[config.mk]
export PLATFORM = sky130hd
export DESIGN_NAME = laplacian_sum_collector
export DESIGN_NICKNAME = d
export VERILOG_FILES = /design/src/rtl/laplacian_pkg.sv /design/src/rtl/pixel_fifo.sv /design/src/rtl/laplacian_sum_collector.sv
export SDC_FILE = /design/constraint.sdc
export NUM_CORES = 1
export LEC_CHECK = 0
export CORE_MARGIN = 3
export CORE_UTILIZATION = 40
export CTS_BUF_LIST = sky130_fd_sc_hd__clkbuf_2 sky130_fd_sc_hd__clkbuf_4 sky130_fd_sc_hd__clkbuf_8
export CTS_CLUSTER_DIAMETER = 60
export DETAILED_ROUTE_END_ITERATION = 10
export PLACE_DENSITY = 0.65
export SYNTH_ARGS = -nofsm -noshare
export SYNTH_HDL_FRONTEND = slang
export SYNTH_SLANG_ARGS = --single-unit
export TNS_END_PERCENT = 50
[constraint.sdc]
create_clock -name clk -period 4.7 [get_ports clk]
set_clock_uncertainty 0.2 [all_clocks]
set_input_delay 1.175 -clock clk [delete_from_list [all_inputs] [get_ports clk]]
set_output_delay 1.175 -clock clk [all_outputs]
set_load 0.01 [all_outputs]
[src/rtl/laplacian_pkg.sv]
// Shared widths, FSM state type and the result clamp for the Laplacian sum collector.
package laplacian_pkg;
    localparam int SUM_W = 9;
    localparam int PIX_W = 8;
    localparam int ACC_W = 12;

    typedef enum logic {IDLE, ACCUM} state_t;

    function automatic logic [PIX_W-1:0] clamp(input logic signed [ACC_W-1:0] a);
        if (a < 0)
            return '0;
        else if (a > 255)
            return '1;
        else
            return a[PIX_W-1:0];
    endfunction
endpackage

[src/rtl/pixel_fifo.sv]
// Synchronous FIFO with async reset; a push on full is accepted when a pop lands in the same cycle.
module pixel_fifo
    import laplacian_pkg::*;
#(
    parameter int DEPTH = 4,
    parameter int AW    = $clog2(DEPTH)
) (
    input  logic             clk,
    input  logic             reset,
    input  logic             push,
    input  logic             pop,
    input  logic [PIX_W-1:0] wdata,
    output logic [PIX_W-1:0] rdata,
    output logic [AW:0]      count,
    output logic             full,
    output logic             empty
);
    logic [PIX_W-1:0] mem [DEPTH];
    logic [AW-1:0]    rd_ptr, wr_ptr;
    logic             do_pop, do_push;

    assign empty   = (count == '0);
    assign full    = (count == (AW+1)'(DEPTH));
    assign do_pop  = pop && !empty;
    assign do_push = push && (!full || do_pop);
    assign rdata   = mem[rd_ptr];

    always_ff @(posedge clk or posedge reset) begin
        if (reset) begin
            for (int i = 0; i < DEPTH; i++) mem[i] <= '0;
            rd_ptr <= '0;
            wr_ptr <= '0;
            count  <= '0;
        end else begin
            if (do_push) begin
                mem[wr_ptr] <= wdata;
                wr_ptr      <= wr_ptr + 1'b1;
            end
            if (do_pop) rd_ptr <= rd_ptr + 1'b1;
            if (do_push && !do_pop)      count <= count + 1'b1;
            else if (do_pop && !do_push) count <= count - 1'b1;
        end
    end
endmodule

[src/rtl/laplacian_sum_collector.sv]
// Groups adder sums into pixels, computes 4*centre - sum(sums), clamps to 8 bits and queues the result.
module laplacian_sum_collector
    import laplacian_pkg::*;
#(
    parameter int SUMS_PER_PIXEL = 2,
    parameter int FIFO_DEPTH     = 4
) (
    input  logic             clk,
    input  logic             reset,
    input  logic [SUM_W-1:0] sum_in,
    input  logic             sum_done,
    input  logic [PIX_W-1:0] center_in,
    output logic [PIX_W-1:0] pixel_out,
    output logic             pixel_valid,
    input  logic             pixel_ready,
    output logic             stall,
    output logic             overflow,
    output logic [15:0]      pixel_count
);
    localparam int AW  = $clog2(FIFO_DEPTH);
    localparam int K_W = 4;

    state_t                  state;
    logic signed [ACC_W-1:0] acc, acc_base, acc_next;
    logic [K_W-1:0]          k, k_next;
    logic                    complete, pop, wr_ok;
    logic [AW:0]             occ;
    logic                    full, empty;

    // Centre is only sampled on the first sum; later sums keep subtracting from the held acc.
    assign acc_base = (state == IDLE) ? {2'b00, center_in, 2'b00} : acc;
    assign acc_next = acc_base - {3'b000, sum_in};
    assign k_next   = (state == IDLE) ? K_W'(1) : k + 1'b1;
    assign complete = sum_done && (k_next == K_W'(SUMS_PER_PIXEL));
    assign pop      = pixel_ready && !empty;
    assign wr_ok    = complete && (!full || pop);

    pixel_fifo #(.DEPTH(FIFO_DEPTH)) u_fifo (
        .clk   (clk),
        .reset (reset),
        .push  (complete),
        .pop   (pop),
        .wdata (clamp(acc_next)),
        .rdata (pixel_out),
        .count (occ),
        .full  (full),
        .empty (empty)
    );

    assign pixel_valid = !empty;

    always_ff @(posedge clk or posedge reset) begin
        if (reset) begin
            state       <= IDLE;
            acc         <= '0;
            k           <= '0;
            stall       <= 1'b0;
            overflow    <= 1'b0;
            pixel_count <= '0;
        end else begin
            if (sum_done) begin
                acc <= acc_next;
                if (complete) begin
                    state <= IDLE;
                    k     <= '0;
                end else begin
                    state <= ACCUM;
                    k     <= k_next;
                end
            end
            if (wr_ok)                pixel_count <= pixel_count + 1'b1;
            if (complete && !wr_ok)   overflow    <= 1'b1;
            // Lags occupancy by one edge; the DEPTH-1 threshold covers an in-flight completion.
            stall <= (occ >= (AW+1)'(FIFO_DEPTH - 1));
        end
    end
endmodule

==> results of run 1 <==
-- worst max-delay path: cells and delay by family --
kind / cells / cell delay, ps
compound gates: 5 / 1200
fa+ha+maj: 1 / 380
buf+inv: 1 / 390
mux: 1 / 260
simple gates: 1 / 430
-- registers in the layout, indices dropped and copies added (netlist names) --
signal and cells:
u_fifo.wr_ptr 2, stall 1, u_fifo.mem 32, pixel_count 16, state 1, u_fifo.rd_ptr 2, u_fifo.count 3, k 4
overflow 1, acc 12
-- cell type report --
class | instances | area share
inverters | 15 | 0.01189
flip-flops and latches | 74 | 0.3909
clock buffers | 9 | 0.02615
clock inverters | 7 | 0.01268
multi-input cells | 255 | 0.4171
repair buffers | 52 | 0.1072
well taps | 129 | 0.03407
-- layer usage --
layer	vias up	routed length, µm
li1	1367	-
met1	1353	3742
met2	50	3852
met3	12	248
met4	0	152
met5	-	0
-- cell families (layout without fill, tap and decap cells) --
| logic type | count (synthesis) | in the layout | share of synthesized area |
|---|---|---|---|
| and+or+nand+nor | 109 | 109 | 0.1468 |
| DFF | 74 | 74 | 0.4724 |
| AOI/OAI and AO/OA | 68 | 68 | 0.1159 |
| xor gates and xnor gates | 31 | 31 | 0.07309 |
| muxes | 29 | 29 | 0.1069 |
| buffers and inverters | 23 | 83 | 0.02362 |
| adders and majority gates | 18 | 18 | 0.06128 |
-- cell usage after synthesis (all sizes together), types with 3 or more instances --
| library cell | number |
|---|---|
| nor3 | 3 |
| o21ai | 38 |
| nor4 | 7 |
| nand3 | 5 |
| xnor2 | 20 |
| mux2 | 20 |
| inv | 15 |
| o211ai | 5 |
| ha | 16 |
| and2 | 4 |
| mux4 | 8 |
| nand2 | 52 |
| buf | 6 |
| nand2b | 3 |
| and3 | 5 |
| a21o | 5 |
| nor2 | 16 |
| dfrtp | 74 |
| nand4 | 9 |
| xor2 | 11 |
| a21oi | 7 |
-- power groups by stage --
stage                     sequential, mW  clock [mW]  combinational [mW]
after global routing                1.11       0.507                1.93
after detailed placement            1.09           0                1.75
after CTS                           1.08       0.482                1.76
after global placement              1.08           0                1.73
final                               1.07       0.466                1.75
after floorplan                     1.01           0                1.36
-- path summary, 6_finish.rpt --
kind | to | slack [ps] | cells after the start
min in group asynchronous | pixel_count[15]$_DFFE_PP0P_ | 1190 | 2
setup / recovery | u_fifo.mem[0]$_DFFE_PP0P_ | 930 | 9
hold reg to reg | pixel_count[15]$_DFFE_PP0P_ | 270 | 1
hold / removal | pixel_count[15]$_DFFE_PP0P_ | 270 | 1
setup reg to reg | u_fifo.mem[0]$_DFFE_PP0P_ | 1260 | 9
max in group asynchronous | u_fifo.mem[7]$_DFFE_PP0P_ | 2280 | 3
==> metrics.csv, run 1 <==
stage,metric,value,unit
run_status,status,finished clean,
clocking,Resized cells post-CTS,0,
min_path,Hold WC Path Type,flop to flop,
global_route,GRT busiest layer,met2,
global_route,initial antenna violation count,0,
logic_synthesis,Post-synth EDFFs,0,
sta,fin crit share,0.8032,
sta,minimum clock period,3775,ps
routing,final wirelength,7995,µm
critical_path,"Data arrival, critical path",3840,ps
die,die footprint,11020,µm²
pwr,pwr/cell area,693.7,nW/µm²
logic_synthesis,mean cell area of the mapped netlist,11.14,µm²
routing,vias post-DR,2782,
routing,routed len/inst,14.78,µm
final_layout,Finished Core Util,0.5055,
die,row cnt,35,
clocking,clock sinks,74,
pwr,power share of the combinational group,0.532,
routing,Remaining DRCs,0,
clocking,Clock Pin Slew Worst Setup and Hold Paths,80,ps
sta,final setup vio count,0,
sta,RSZ-0062 raised after global routing,false,
final_layout,"Cell Count, Final, Fillers Out",541,
clocking,# Post-CTS Setup Buffers,0,
logic_synthesis,post-synth top area cell,dfrtp_1,
pwr,Seq pwr share,0.327,
logic_synthesis,post-synthesis sequential area ratio,0.4724,
final_layout,share of layout cells above drive strength 1,0.1626,
pwr,VDD IR max,0.3396,mV
critical_path,"slowest stage cell, crit path",nand4_1,
global_route,met2 usage,0.2498,
die,CORE AREA,9371,µm²
final_layout,most frequent cells in the layout,"dfrtp_1 (74), nand2_1 (52), clkdlybuf4s50_1 (47)",
die,Starting Density,0.4183,
min_path,HP Start,pixel_count[15]$_DFFE_PP0P_,
final_layout,"commonest non-fill, non-tap cell in the layout",dfrtp_1,
global_route,first-pass GRT wire length,13750,µm
logic_synthesis,top_reg_cell synth,dfrtp_1,
critical_path,Crit Path Max Fanout,8,
final_layout,Syn-to-layout area delta,20.84,%
place,placed insts,525,
pwr,Switching Share,0.4232,
logic_synthesis,#FFs+latches synth,74,
critical_path,CP Launch Type,primary input,
die,I/O pin count,48,
place,placed instance area,4553,µm²
logic_synthesis,"top cells by area, synth","dfrtp_1 (47%), mux2_2 (5.7%), ha_1 (5.1%), nand2_1 (5.0%), mux4_2 (4.6%)",
logic_synthesis,post-synth cell types,47,
place,Setup WS pre-CTS,528.2,ps
global_route,GRT Total Usage,0.1558,
global_route,met3 global-route usage,0.02347,
sta,Max Slew Vio Count,0,
logic_synthesis,Ys Warns,0,
critical_path,Worst Path Required,4760,ps
final_layout,Final Instance Area,4737,µm²
sta,worst slew pin tran,1018,ps
sta,fmax,264.9,MHz
sta,final worst slack,925.1,ps
sta,Setup Total Neg Slack,0,ps
clocking,CTS root buf,clkbuf_8,
place,DPL Wire Length,5841,µm
final_layout,diode count,0,
logic_synthesis,asr flop ratio synth,1.000,
critical_path,Worst Setup End Kind,flop,
logic_synthesis,mapped cell area,3920,µm²
final_layout,Fillers,893,
clocking,"Clk Latency, worst-skew pair",350,ps
logic_synthesis,share of the synthesized area in the top cell type,0.4724,
clocking,Hold Buf Count CTS,0,
critical_path,"Cell Chain, Critical Path",clkdlybuf4s50_1 -> mux2_2 -> ha_1 -> o211ai_1 -> a21oi_2 -> o211ai_1 -> a32oi_1 -> nand4_1 -> o21ai_0,
final_layout,layout net count,446,
clocking,deepest clock path buffer count,2,
logic_synthesis,post-synth net total,391,
logic_synthesis,Post-Syn Instances,352,
place,routability cong.,0.8380,
global_route,vias in the first global route,2693,
pwr,P_leak,2.060,nW
pwr,Internal Pwr Total,1.896,mW
run,max cap viols,0,
sta,WHS,265.6,ps
critical_path,CP most frequent cell,o211ai_1,
die,die height,105.0,µm
place,Port Buffer Count,47,
critical_path,Setup Crit Path Kind,primary input to flop,
critical_path,Setup crit start,center_in[0],
critical_path,FF-to-FF Start,state$_DFFE_PP0P_,
global_route,largest net degree at the start of global routing,49,
sta,Slew headroom,0.3201,
clocking,TritonCTS Buffers,9,
pwr,Switch Pwr,1.391,mW
final_layout,multi-input logic area,1976,µm²
clocking,H-tree Lvls,3,
clocking,CTS tree,yes,
die,chip width,105.0,µm
global_route,GRT overflow,0,
routing,Routed Antenna Nets,0,
pwr,Tot Pwr,3.286,mW
routing,number of vias per cell,5.142,
global_route,met1 global-route usage,0.2095,
sta,Final Hold Fails,0,
routing,Pre-antenna DRT Iters,4,
final_layout,register area,1852,µm²
routing,DR iter-0 viols,107,
pwr,Clock power frac,0.142,
critical_path,worst stage delay on the critical path,430,ps
Power figures use the tool's default switching activity.
==> run 2: changes to the inputs <==
==> constraint.sdc (replaced) <==
create_clock -name clk -period 3.79 [get_ports clk]
set_clock_uncertainty 0.2 [all_clocks]
set_input_delay 0.9475 -clock clk [delete_from_list [all_inputs] [get_ports clk]]
set_output_delay 0.9475 -clock clk [all_outputs]
set_load 0.01 [all_outputs]
==> metrics.csv, run 2 (synthesis gave the netlist of run 1 again) <==
stage,metric,value,unit
final_layout,Fillers,876,
critical_path,crit path buf inv count,2,
global_route,vias in the first global route,2922,
clocking,TritonCTS Buffers,9,
pwr,Seq pwr share,0.301,
critical_path,CP Launch Type,primary input,
routing,number of vias per cell,5.175,
clocking,deepest clock path buffer count,2,
die,row cnt,35,
pwr,pwr/cell area,898.5,nW/µm²
critical_path,worst stage delay on the critical path,460,ps
die,die height,105.0,µm
pwr,Clock power frac,0.172,
critical_path,"Cell Chain, Critical Path",clkdlybuf4s50_1 -> ha_1 -> inv_1 -> fa_1 -> a211oi_2 -> o21ai_1 -> a221oi_2 -> xnor2_2 -> nor4_2 -> o21ai_0,
critical_path,"slowest stage cell, crit path",clkdlybuf4s50_1,
routing,Remaining DRCs,0,
sta,Final Hold Fails,0,
final_layout,"commonest non-fill, non-tap cell in the layout",dfrtp_1,
run_status,status,finished clean,
critical_path,Setup crit start,sum_in[0],
sta,minimum clock period,3538,ps
clocking,CTS root buf,clkbuf_8,
final_layout,biggest regs,"u_fifo.mem x32, pixel_count x16, acc x12",
routing,Pre-antenna DRT Iters,4,
die,Starting Density,0.4183,
sta,RSZ-0062 raised after global routing,false,
pwr,VDD IR max,0.4913,mV
sta,final worst slack,252.0,ps
final_layout,Largest register FFs,32,
critical_path,Worst Setup End Kind,flop,
clocking,# Post-CTS Setup Buffers,0,
place,routability cong.,0.7834,
final_layout,share of layout cells above drive strength 1,0.1901,
critical_path,Setup Crit Path Kind,primary input to flop,
sta,Slew headroom,0.5488,
critical_path,FF-to-FF setup slack,530,ps
critical_path,Worst Path Required,3800,ps
run,max cap viols,0,
routing,vias post-DR,2872,
clocking,clock sinks,74,
routing,routed len/inst,14.92,µm
pwr,Switch Pwr,1.752,mW
critical_path,"delay-heaviest family, CP",compound AO/OA/AOI/OAI gates,
global_route,met1 global-route usage,0.2190,
pwr,power share of the combinational group,0.527,
clocking,Hold Buf Count CTS,0,
critical_path,Crit Path Max Fanout,9,
sta,final setup vio count,0,
place,DPL Wire Length,5898,µm
global_route,met2 usage,0.2507,
final_layout,most frequent cells in the layout,"dfrtp_1 (74), nand2_1 (52), clkdlybuf4s50_1 (47)",
clocking,H-tree Lvls,3,
global_route,largest net degree at the start of global routing,75,
sta,fmax,282.6,MHz
routing,Routed Antenna Nets,0,
clocking,CTS tree,yes,
final_layout,Syn-to-layout area delta,25.82,%
pwr,Tot Pwr,4.431,mW
pwr,P_leak,2.169,nW
routing,final wirelength,8280,µm
clocking,Resized cells post-CTS,0,
routing,DR iter-0 viols,86,
place,Setup WS pre-CTS,-106.0,ps
clocking,Clock Pin Slew Worst Setup and Hold Paths,80,ps
clocking,"Clk Latency, worst-skew pair",340,ps
die,chip width,105.0,µm
global_route,met3 global-route usage,0.03150,
die,CORE AREA,9371,µm²
global_route,GRT Total Usage,0.1583,
die,die footprint,11020,µm²
critical_path,"Data arrival, critical path",3540,ps
min_path,HP Start,pixel_count[15]$_DFFE_PP0P_,
pwr,Switching Share,0.3954,
sta,Max Slew Vio Count,0,
pwr,Internal Pwr Total,2.679,mW
min_path,Hold WC Path Type,flop to flop,
global_route,GRT busiest layer,met2,
sta,fin crit share,0.9335,
global_route,initial antenna violation count,0,
final_layout,layout net count,460,
sta,worst slew pin tran,673.5,ps
critical_path,FF-to-FF Start,state$_DFFE_PP0P_,
global_route,GRT overflow,0,
final_layout,diode count,0,
global_route,first-pass GRT wire length,14210,µm
die,I/O pin count,48,
place,Port Buffer Count,47,
final_layout,"Most flops, register",u_fifo.mem,
run 2: cell types whose count changed in the layout (fill, tap and decap cells not counted), sizes merged:
cell | before | now
clkinvlp | 3 | 2
buf | 5 | 19
bufinv | 0 | 3
clkinv | 1 | 0
inv | 18 | 17
run 2: power groups by stage:
stage	registers (mW)	logic [mW]	clock network (mW)
2_1_floorplan	1.25	1.69	0
3_3_place_gp	1.34	2.32	0
3_5_place_dp	1.35	2.36	0
4_1_cts	1.34	2.37	0.781
5_1_grt	1.39	2.59	0.812
6_report	1.33	2.33	0.764
run 2: final timing paths:
path / to / depth (start not counted)
max: u_fifo.mem[3]$_DFFE_PP0P_ / 10
min: pixel_count[15]$_DFFE_PP0P_ / 1
max reg2reg: u_fifo.mem[3]$_DFFE_PP0P_ / 8
min reg2reg: pixel_count[15]$_DFFE_PP0P_ / 1
max in group asynchronous: acc[5]$_DFFE_PP0P_ / 3
min in group asynchronous: pixel_count[15]$_DFFE_PP0P_ / 3
run 2: metrics by stage:
step / cell area [µm²] / std cells / utilization / setup TNS, ps / hold slack [ps]
finish: 4932 / 555 / 0.5263 / 0 / 269.7
global route: 4932 / 555 / 0.5263 / 0 / 295.9
CTS: 4932 / 555 / 0.5263 / 0 / 276.8
detailed placement: 4683 / 539 / 0.4997 / -1612 / 257.6
global placement: 4683 / 539 / 0.4997 / -93.24 / 249.6
floorplan: 3920 / 352 / - / 0 / 244.6
run 2: layout make-up:
class | instances | area (µm²) | area share
clock buffers | 9 | 123.9 | 0.02511
repair buffers | 66 | 638.1 | 0.1294
multi-input cells | 255 | 1976 | 0.4006
flip-flops and latches | 74 | 1852 | 0.3754
well taps | 129 | 161.4 | 0.03272
inverters | 15 | 56.30 | 0.01142
clock inverters | 7 | 125.1 | 0.02537
run 2: per-layer routing:
metal	part of all wire	vias up
met2	0.48	42
met3	0.029	10
li1	-	1386
met5	0	-
met1	0.48	1434
met4	0.014	0
==> run 3: changes to the inputs <==
==> constraint.sdc (replaced) <==
create_clock -name clk -period 3.9 [get_ports clk]
set_clock_uncertainty 0.2 [all_clocks]
set_input_delay 0.975 -clock clk [delete_from_list [all_inputs] [get_ports clk]]
set_output_delay 0.975 -clock clk [all_outputs]
set_load 0.01 [all_outputs]
==> metrics.csv, run 3 (synthesis gave the netlist of run 1 again) <==
stage,metric,value,unit
routing,number of vias per cell,5.164,
min_path,HP Start,pixel_count[15]$_DFFE_PP0P_,
die,Starting Density,0.4183,
critical_path,"slowest stage cell, crit path",clkdlybuf4s50_1,
sta,Max Slew Vio Count,0,
place,DPL Wire Length,5834,µm
final_layout,layout net count,455,
critical_path,FF-to-FF Start,state$_DFFE_PP0P_,
final_layout,diode count,0,
clocking,CTS root buf,clkbuf_8,
routing,DR iter-0 viols,151,
critical_path,Worst Setup End Kind,flop,
place,Setup WS pre-CTS,-76.10,ps
die,CORE AREA,9371,µm²
critical_path,CP Launch Type,primary input,
clocking,Hold Buf Count CTS,0,
die,row cnt,35,
die,I/O pin count,48,
sta,final setup vio count,0,
global_route,first-pass GRT wire length,14390,µm
sta,final worst slack,366.3,ps
final_layout,Fillers,880,
final_layout,Largest register FFs,32,
critical_path,Setup Crit Path Kind,primary input to flop,
sta,Setup Total Neg Slack,0,ps
sta,Slew headroom,0.5415,
sta,WHS,264.3,ps
routing,Remaining DRCs,0,
die,chip width,105.0,µm
run_status,status,finished clean,
routing,Pre-antenna DRT Iters,4,
sta,worst slew pin tran,687.7,ps
clocking,clock sinks,74,
critical_path,Crit Path Max Fanout,9,
clocking,deepest clock path buffer count,2,
routing,Routed Antenna Nets,0,
min_path,Worst Hold End,pixel_count[15]$_DFFE_PP0P_,
routing,final wirelength,8268,µm
final_layout,"commonest non-fill, non-tap cell in the layout",dfrtp_1,
sta,fin crit share,0.9061,
critical_path,R2R depth,11,
run,max cap viols,0,
critical_path,FF-to-FF setup slack,540,ps
clocking,# Post-CTS Setup Buffers,0,
sta,fmax,283.0,MHz
pwr,P_leak,2.126,nW
clocking,Resized cells post-CTS,0,
final_layout,most frequent cells in the layout,"dfrtp_1 (74), nand2_1 (52), clkdlybuf4s50_1 (47)",
sta,Final Hold Fails,0,
global_route,GRT overflow,0,
sta,minimum clock period,3534,ps
clocking,Clock Pin Slew Worst Setup and Hold Paths,90,ps
die,die height,105.0,µm
die,die footprint,11020,µm²
place,routability cong.,0.8035,
final_layout,"Most flops, register",u_fifo.mem,
min_path,cell depth of the worst hold path,1,
pwr,pwr/cell area,854.9,nW/µm²
clocking,TritonCTS Buffers,9,
final_layout,share of layout cells above drive strength 1,0.1805,
pwr,VDD IR max,0.3708,mV
critical_path,crit path buf inv count,2,
critical_path,worst stage delay on the critical path,460,ps
global_route,GRT Total Usage,0.1609,
clocking,"Clk Latency, worst-skew pair",360,ps
clocking,CTS tree,yes,
global_route,initial antenna violation count,0,
sta,RSZ-0062 raised after global routing,false,
critical_path,Setup crit start,sum_in[0],
critical_path,Worst Path Required,3920,ps
routing,routed len/inst,15.03,µm
final_layout,Syn-to-layout area delta,23.78,%
critical_path,"Cell Chain, Critical Path",clkdlybuf4s50_1 -> ha_1 -> inv_1 -> fa_1 -> a211oi_2 -> o21ai_1 -> a31oi_1 -> xnor2_2 -> nor4_2 -> o21ai_0,
final_layout,biggest regs,"u_fifo.mem x32, pixel_count x16, acc x12",
clocking,H-tree Lvls,3,
critical_path,"delay-heaviest family, CP",compound AO/OA/AOI/OAI gates,
critical_path,RR Endpoint,u_fifo.mem[4]$_DFFE_PP0P_,
min_path,Hold WC Path Type,flop to flop,
critical_path,"Data arrival, critical path",3550,ps
routing,vias post-DR,2840,
global_route,largest net degree at the start of global routing,75,
place,Port Buffer Count,47,
global_route,vias in the first global route,2838,
==> run 3: changes by cell type in the layout (fill, tap and decap cells not counted) <==
cell	delta
buf_4	-5
bufinv_16	-2
inv_6	+2
==> run 3: per-stage QoR <==
stage	std cells	power, mW	util	cell area, µm²
final	550	4.148	0.5178	4852
after global placement	534	3.494	0.4957	4646
after CTS	550	4.194	0.5178	4852
after detailed placement	534	3.553	0.4957	4646
after floorplan	352	2.858	-	3920
after global routing	550	4.505	0.5178	4852
==> run 3: final cells by class <==
cell class | instances | area (µm²) | area share
repair buffers | 61 | 600.6 | 0.1238
flip-flops and latches | 74 | 1852 | 0.3816
clock buffers | 9 | 123.9 | 0.02553
multi-input cells | 255 | 1976 | 0.4072
inverters | 15 | 56.30 | 0.01160
clock inverters | 7 | 82.58 | 0.01702
well taps | 129 | 161.4 | 0.03326
==> run 3: metal layers <==
metal / routed length, µm / vias up / GRT usage
met2: 3944 / 51 / 0.2557
met5: 0 / - / 0
li1: - / 1380 / -
met4: 124 / 0 / 0.05436
met3: 320 / 13 / 0.02965
met1: 3878 / 1396 / 0.2219
==> run 3: where the power goes <==
part	leakage [nW]	internal, mW	switching [mW]
clock	0.0988	0.307	0.327
combinational	1.08	1.08	1.13
sequential	0.944	1.05	0.252
total	2.13	2.44	1.71
==> run 3: worst max-delay path by stage <==
stage                            endpoint  slack, ps  cells past startpoint
2_1_floorplan  u_fifo.mem[10]$_DFFE_PP0P_        620                     10
3_3_place_gp    u_fifo.mem[4]$_DFFE_PP0P_         30                     10
3_5_place_dp    u_fifo.mem[4]$_DFFE_PP0P_        -80                     10
4_1_cts         u_fifo.mem[4]$_DFFE_PP0P_        320                     10
5_1_grt        u_fifo.mem[19]$_DFFE_PP0P_         90                     10
6_report        u_fifo.mem[4]$_DFFE_PP0P_        370                     10
